## src/rtl/donut_scanout.sv

```systemverilog
// rtl/donut_scanout.sv - VGA 640x480 scanout of the 160x120 donut framebuffer, 4x upscaled
// Optional DONUT_SCANOUT_BORDER_EN: forces a 4'hF border on the visible frame edge.
module donut_scanout #(
    parameter int H_ACTIVE    = 640,
    parameter int H_FP        = 16,
    parameter int H_SYNC      = 96,
    parameter int H_BP        = 48,
    parameter int V_ACTIVE    = 480,
    parameter int V_FP        = 10,
    parameter int V_SYNC      = 2,
    parameter int V_BP        = 33,
    parameter int SCALE_SHIFT = 2,
    parameter int FB_WIDTH    = 160,
    parameter int ADDR_W      = 15
) (
    input  logic              clk_i,
    input  logic              rst_i,
    input  logic              cen_i,
    output logic [ADDR_W-1:0] fb_addr_o,
    input  logic [3:0]        fb_data_i,
    output logic              hsync_o,
    output logic              vsync_o,
    output logic              de_o,
    output logic [3:0]        pix_o,
    output logic              frame_start_o,
    output logic              vblank_o
);

    localparam int H_TOTAL = H_ACTIVE + H_FP + H_SYNC + H_BP;
    localparam int V_TOTAL = V_ACTIVE + V_FP + V_SYNC + V_BP;
    localparam int H_W     = $clog2(H_TOTAL);
    localparam int V_W     = $clog2(V_TOTAL);

    localparam logic [H_W-1:0]    H_LAST   = H_W'(H_TOTAL - 1);
    localparam logic [H_W-1:0]    H_VIS    = H_W'(H_ACTIVE);
    localparam logic [H_W-1:0]    HS_START = H_W'(H_ACTIVE + H_FP);
    localparam logic [H_W-1:0]    HS_END   = H_W'(H_ACTIVE + H_FP + H_SYNC);
    localparam logic [V_W-1:0]    V_LAST   = V_W'(V_TOTAL - 1);
    localparam logic [V_W-1:0]    V_VIS    = V_W'(V_ACTIVE);
    localparam logic [V_W-1:0]    VS_START = V_W'(V_ACTIVE + V_FP);
    localparam logic [V_W-1:0]    VS_END   = V_W'(V_ACTIVE + V_FP + V_SYNC);
    localparam logic [ADDR_W-1:0] FB_STEP  = ADDR_W'(FB_WIDTH);

    logic [H_W-1:0]    h_cnt;
    logic [V_W-1:0]    v_cnt;
    logic [ADDR_W-1:0] row_base;

    logic h_wrap, v_wrap, v_group_end;
    logic hs_pulse0, vs_pulse0, de0, vb0, fs0;
    logic hs_pulse1, vs_pulse1, de1, vb1, fs1;

    always_comb begin
        h_wrap      = (h_cnt == H_LAST);
        v_wrap      = (v_cnt == V_LAST);
        v_group_end = &v_cnt[SCALE_SHIFT-1:0];
        hs_pulse0   = (h_cnt >= HS_START) && (h_cnt < HS_END);
        vs_pulse0   = (v_cnt >= VS_START) && (v_cnt < VS_END);
        de0         = (h_cnt < H_VIS) && (v_cnt < V_VIS);
        vb0         = (v_cnt >= V_VIS);
        fs0         = (h_cnt == '0) && (v_cnt == '0);
    end

    // Row base steps one framebuffer row after every SCALE lines, avoiding a multiplier.
    assign fb_addr_o = de0 ? (row_base + ADDR_W'(h_cnt >> SCALE_SHIFT)) : '0;

    always_ff @(posedge clk_i or posedge rst_i) begin
        if (rst_i) begin
            h_cnt    <= '0;
            v_cnt    <= '0;
            row_base <= '0;
        end else if (cen_i) begin
            if (h_wrap) begin
                h_cnt <= '0;
                if (v_wrap) begin
                    v_cnt    <= '0;
                    row_base <= '0;
                end else begin
                    v_cnt <= v_cnt + 1'b1;
                    if ((v_cnt < V_VIS) && v_group_end)
                        row_base <= row_base + FB_STEP;
                end
            end else begin
                h_cnt <= h_cnt + 1'b1;
            end
        end
    end

`ifdef DONUT_SCANOUT_BORDER_EN
    localparam logic [H_W-1:0] H_EDGE = H_W'(H_ACTIVE - 1);
    localparam logic [V_W-1:0] V_EDGE = V_W'(V_ACTIVE - 1);
    logic bd0, bd1;

    assign bd0 = de0 && ((h_cnt == '0) || (h_cnt == H_EDGE) ||
                         (v_cnt == '0) || (v_cnt == V_EDGE));

    always_ff @(posedge clk_i or posedge rst_i) begin
        if (rst_i)
            bd1 <= 1'b0;
        else if (cen_i)
            bd1 <= bd0;
    end
`endif

    // Stage 1 lines up with the RAM capturing fb_addr_o; sync kept as active-high pulses.
    always_ff @(posedge clk_i or posedge rst_i) begin
        if (rst_i) begin
            hs_pulse1 <= 1'b0;
            vs_pulse1 <= 1'b0;
            de1       <= 1'b0;
            vb1       <= 1'b0;
            fs1       <= 1'b0;
        end else if (cen_i) begin
            hs_pulse1 <= hs_pulse0;
            vs_pulse1 <= vs_pulse0;
            de1       <= de0;
            vb1       <= vb0;
            fs1       <= fs0;
        end
    end

    always_ff @(posedge clk_i or posedge rst_i) begin
        if (rst_i) begin
            hsync_o       <= 1'b1;
            vsync_o       <= 1'b1;
            de_o          <= 1'b0;
            pix_o         <= 4'h0;
            frame_start_o <= 1'b0;
            vblank_o      <= 1'b0;
        end else if (cen_i) begin
            hsync_o       <= ~hs_pulse1;
            vsync_o       <= ~vs_pulse1;
            de_o          <= de1;
            frame_start_o <= fs1;
            vblank_o      <= vb1;
`ifdef DONUT_SCANOUT_BORDER_EN
            pix_o         <= de1 ? (bd1 ? 4'hF : fb_data_i) : 4'h0;
`else
            pix_o         <= de1 ? fb_data_i : 4'h0;
`endif
        end
    end

endmodule

```

## config.mk

```make
export PLATFORM = sky130hd
export DESIGN_NAME = donut_scanout
export DESIGN_NICKNAME = d
export VERILOG_FILES = /design/src/rtl/donut_scanout.sv
export SDC_FILE = /design/constraint.sdc
export NUM_CORES = 1
export LEC_CHECK = 0
export ABC_AREA = 1
export CAP_MARGIN = 40
export CORE_ASPECT_RATIO = 0.6
export CORE_MARGIN = 5
export CORE_UTILIZATION = 51
export DETAILED_ROUTE_END_ITERATION = 8
export PLACE_DENSITY = 0.81
export SLEW_MARGIN = 20
export SYNTH_ARGS = -nofsm -noshare
export SYNTH_HDL_FRONTEND = slang
export SYNTH_SLANG_ARGS = --single-unit
```

## constraint.sdc

```tcl
create_clock -name clk_i -period 1.7 [get_ports clk_i]
set_input_delay 0.34 -clock clk_i [delete_from_list [all_inputs] [get_ports clk_i]]
set_output_delay 0.34 -clock clk_i [all_outputs]
set_load 0.05 [all_outputs]
```

* Word level (Yosys, flattened, before mapping)
Index checks and enable logic that the tools add are counted.
Cells by class: $lt $le $gt $ge 7, bitwise logic cells 2, reductions and logical operators 11, multiplexer cells 6, add/subtract/negate cells 4, eq/ne operators 2
Operator list (count):
- two-way mux 15 bit | 3
- adder 10 x 1 -> 10 bit, second input constant | 2
- equality test 10 bit, second input constant | 2
- >= comparator 10 x 9 -> 1 bit, second input constant | 2
- logical NOT 10 bit | 2
- less-than comparator 10 bit, second input constant | 2
- less-than comparator 10 x 9 -> 1 bit, second input constant | 2
- two-way mux 10 bit | 2
- adder 15 x 8 -> 15 bit | 1
- adder 15 x 8 -> 15 bit, second input constant | 1
- >= comparator 10 bit, second input constant | 1
- logical AND 1 bit | 5
- two-way mux 4 bit | 1
- AND reduction 2 bit | 2
- AND reduction 3 bit | 1
- inverter 1 bit | 2
- nonzero test 2 bit | 1
Word-level totals: flip-flop bits (word level) 49, word-level logic and storage cells 46, input port bits 7, output and inout port bits 24

* Logic depth before layout (Yosys ltp)
word-level depth 4, depth in mapped cells 10, mapped depth without buffers 10

* Worst setup path after synthesis
Ideal clock, no wire load.
path kind flip-flop to output port, from reg h_cnt[8], to out fb_addr_o[9], cell stages (with the launch flop) 9, buffers on the path 0, path slack -875 ps, data arrival time 2235 ps, data required time 1360 ps, cell sequence dfrtp_1 > ha_1 > nand2_1 > nand2_1 > nand2_1 > nand2_1 > inv_1 > nor2_1 > nor3_1
On the way: cells in the longest elaborated chain, start to end 3, elaborated cells between the ends (all ways) 4, classes of those cells 1 x add/sub; 1 x order compare; 1 x mux; 1 x reduce/logical
Ends and longest elaborated chain:
- start: declaration | RTL line 44 | logic [H_W-1:0] h_cnt;
- start signal: assignment | RTL line 83 | h_cnt <= h_cnt + 1'b1;
- branches (longest 2 deep; another with adder 15 x 8 -> 15 bit)
- two-way mux 15 bit * | RTL line 64 | assign fb_addr_o = de0 ? (row_base + ADDR_W'(h_cnt >> SCALE_SHIFT)) : '0;
- end: declaration | RTL line 19 | output logic [ADDR_W-1:0] fb_addr_o,
Every way passes the cells marked *.

* Worst setup path after layout
Ends and elaborated chain as after synthesis.

==> results.json <==
{
  "track_usage_pct": 24.1,
  "synth_area_leader_cell": "dfrtp_1",
  "maxCapViolations": 0,
  "first_pass_iters": 5,
  "rr_worst_depth": 9,
  "slowest_delay_ps": 430,
  "grt_pass1_vias": 2983,
  "grt_overflow_total": 0,
  "grt_pass1_wl_mm": 14.0,
  "setup_viol": 15,
  "synth_warnings": 0,
  "cp_slowest_cell": "dfrtp_2",
  "dp_hpwl_mm": 5.90,
  "stdcell_count": 560,
  "synthAdderAreaFrac_pct": 4.33,
  "r2r_start": "v_cnt[7]",
  "synth_top_family_by_area": "simple AND/OR/NAND/NOR gates",
  "syn_area_per_cell_um2": 7.32,
  "cts_buffer_depth": 2,
  "cp.required_ps": 1360,
  "syn_to_final_growth_pct": 49.6,
  "syn-cell-area_mm2": 0.00289,
  "min_path_type": "in -> async",
  "utilization_pct": 78.1,
  "yosys.area_share.simple_pct": 37.2,
  "clk_latency_ps": 300,
  "hold_buffers": 0,
  "synth_edf_count": 0,
  "drtIter0Drc": 282,
  "register_area_mm2": 0.00110,
  "clock-sinks": 44,
  "fp.dieArea_mm2": 0.00733,
  "worstPathArrival_ps": 1840,
  "final_net_count": 497,
  "synth-seq-cells": 44,
  "crit_fanout": 3,
  "hold_viol": 0,
  "r2r_slack_ps": 10,
  "fp.dieH_um": 68.3,
  "final_max_slew_viol_count": 0,
  "grt_antenna_before_repair": 0,
  "synth_xor_area_share_pct": 2.42,
  "max_freq_mhz": 459,
  "critPathLaunchType": "flop",
  "antenna_cells": 0,
  "fp.dieW_um": 107,
  "multiInputGateArea_mm2": 0.00187,
  "cts-root-buf": "clkbuf_8",
  "path_delay_family": "simple AND/OR/NAND/NOR gates",
  "ant_nets": 0,
  "via_per_inst": 5.46,
  "critical_path.endpoint_type": "output port",
  "r2r_end": "row_base[10]",
  "synth.net_count": 412,
  "power.density_mw_per_mm2": 902,
  "synth_cell_type_count": 37,
  "drc_errors": 0,
  "grt_max_degree": 45,
  "row_count": 21,
  "num_vias": 3055,
  "period_share_pct": 128,
  "outcome": "complete, but fails checks",
  "drive_gt1_share_pct": 38.5,
  "crit_path_frequent_cell": "nand2_2",
  "power_mw": 3.90,
  "dp_cells": 544,
  "syn_inst": 395,
  "synth-compound-area-share_pct": 8.52,
  "fp.coreArea_mm2": 0.00554,
  "place_congestion": 0.955,
  "start_util_pct": 52.2,
  "violations": "negative setup slack",
  "criticalPathCategory": "reg -> out",
  "p_leak_nw": 2.02,
  "routed_wl_mm": 9.03,
  "synth_mux_area_share_pct": 0,
  "path_cells": "ha_4, nand2_2, nand2_2, nand2_2, nand2_4, buf_4, a21oi_2, nor3_4, buf_12",
  "cts_max_level": 2,
  "synth.area.top_cells": "dfrtp_1, nand2_1, inv_1",
  "ys_seq_area_share_pct": 38.1,
  "netlist.area_leader.share_pct": 36.3,
  "finClkSkew_ps": 8.46,
  "synth-async-reset-ratio_pct": 100,
  "cts_tree": "built",
  "fillers": 338,
  "setup-tns-final_ps": -5360,
  "timing.hold.ws_ps": 363,
  "fin_ws_ps": -477,
  "wire_per_inst_um": 16.1,
  "irDropWorstVdd_mv": 1.00,
  "ys.flop_type": "dfrtp_1",
  "port_buffers": 30,
  "crit_buf_inv": 2,
  "path_clk_slew_ps": 90,
  "numCtsBuffers": 5,
  "io_pins": 31,
  "fin_crit_ps": 2180,
  "rsz0062_at_grt": "true"
}
[cell type report]
class | instances | share of cell area (%)
Timing Repair Buffer | 84 | 21.3
Sequential cell | 44 | 25.5
Tap cell | 80 | 2.31
Clock inverter | 2 | 0.289
Multi-Input combinational cell | 284 | 43.2
Clock buffer | 5 | 1.59
Inverter | 61 | 5.75
[power breakdown]
part	internal [mW]	switching [mW]	total (mW)
clock network	0.279	0.364	0.643
logic	0.768	1.15	1.91
registers	1.20	0.146	1.35
[cell usage in the layout, fill, tap and decap left out, types with 3 or more instances in the layout]
| master | netlist | layout |
|---|---|---|
| a21oi_1 | 17 | 7 |
| a21oi_2 | 1 | 6 |
| a21oi_4 | 1 | 6 |
| buf_12 | 0 | 21 |
| buf_4 | 0 | 53 |
| buf_6 | 1 | 4 |
| clkbuf_8 | 0 | 5 |
| clkdlybuf4s50_1 | 0 | 6 |
| dfrtp_1 | 42 | 41 |
| ha_1 | 10 | 7 |
| inv_1 | 49 | 45 |
| inv_2 | 10 | 10 |
| nand2_1 | 103 | 87 |
| nand2_2 | 4 | 15 |
| nand2_4 | 0 | 4 |
| nand3_1 | 36 | 30 |
| nand3_2 | 4 | 8 |
| nand3_4 | 1 | 3 |
| nand4_1 | 7 | 7 |
| nor2_1 | 32 | 18 |
| nor2_2 | 5 | 8 |
| nor2_4 | 5 | 16 |
| nor3_1 | 9 | 7 |
| nor4_1 | 4 | 4 |
| o21ai_0 | 23 | 19 |
| o21ai_2 | 0 | 5 |
| xor2_1 | 7 | 7 |
[registers in the layout, summed over array words and instances (netlist names), 4 cells and up]
register / cells
h_cnt: 10
v_cnt: 10
row_base: 10
pix_o: 4
[worst reg2reg max path, delay by kind of cell (launching register included)]
kind | cells | cell delay (ps)
buf+inv | 2 | 260
flops | 1 | 390
simple gates | 7 | 930
[stage by stage]
step	instance area, um^2	setup slack (ps)
floorplan	3040	-186
global placement	3910	-132
detailed placement	3910	-187
CTS	4140	-451
global route	4330	-536
finish	4330	-477
[cell usage after synthesis (all sizes together) (2+ instances only)]
master	n
o21ai	26
nand2	108
nand3	41
xor2	7
dfrtp	42
dfstp	2
nor2	43
buf	3
a21oi	19
ha	10
clkbuf	3
inv	61
nand4	8
nor4	4
or2	3
nor3	10
[worst max-delay path by stage]
stage	startpoint	to	slack (ps)	depth (start not counted)
after floorplan	h_cnt[8]	fb_addr_o[11]	-190	9
after global routing	h_cnt[8]	fb_addr_o[11]	-540	10
after CTS	h_cnt[8]	fb_addr_o[11]	-450	10
after global placement	row_base[6]	fb_addr_o[10]	-130	10
final	h_cnt[8]	fb_addr_o[9]	-480	9
after detailed placement	row_base[6]	fb_addr_o[10]	-190	10
[per-layer routing]
layer	track usage, %	routed length, um	up-vias	share of wire, %
li1	-	-	1437	-
met3	5.37	656	20	7.3
met5	0	0	-	0
met2	41.4	4460	145	49
met4	6.86	124	0	1.4
met1	31.0	3800	1453	42
[cell families after synthesis]
kind of cell | count (synthesis)
flops | 44
fa+ha+maj | 10
compound gates | 46
xor+xnor | 8
simple gates | 219
other cells | 1
buf+inv | 67
[repair_timing]
item | in CTS | in global routing
gates resized for setup | 34 | 32
setup endpoints to repair | 15 | 29
setup buffers | 1 | 8
pin swaps | 9 | 10
(Power assumes the default switching activity.)
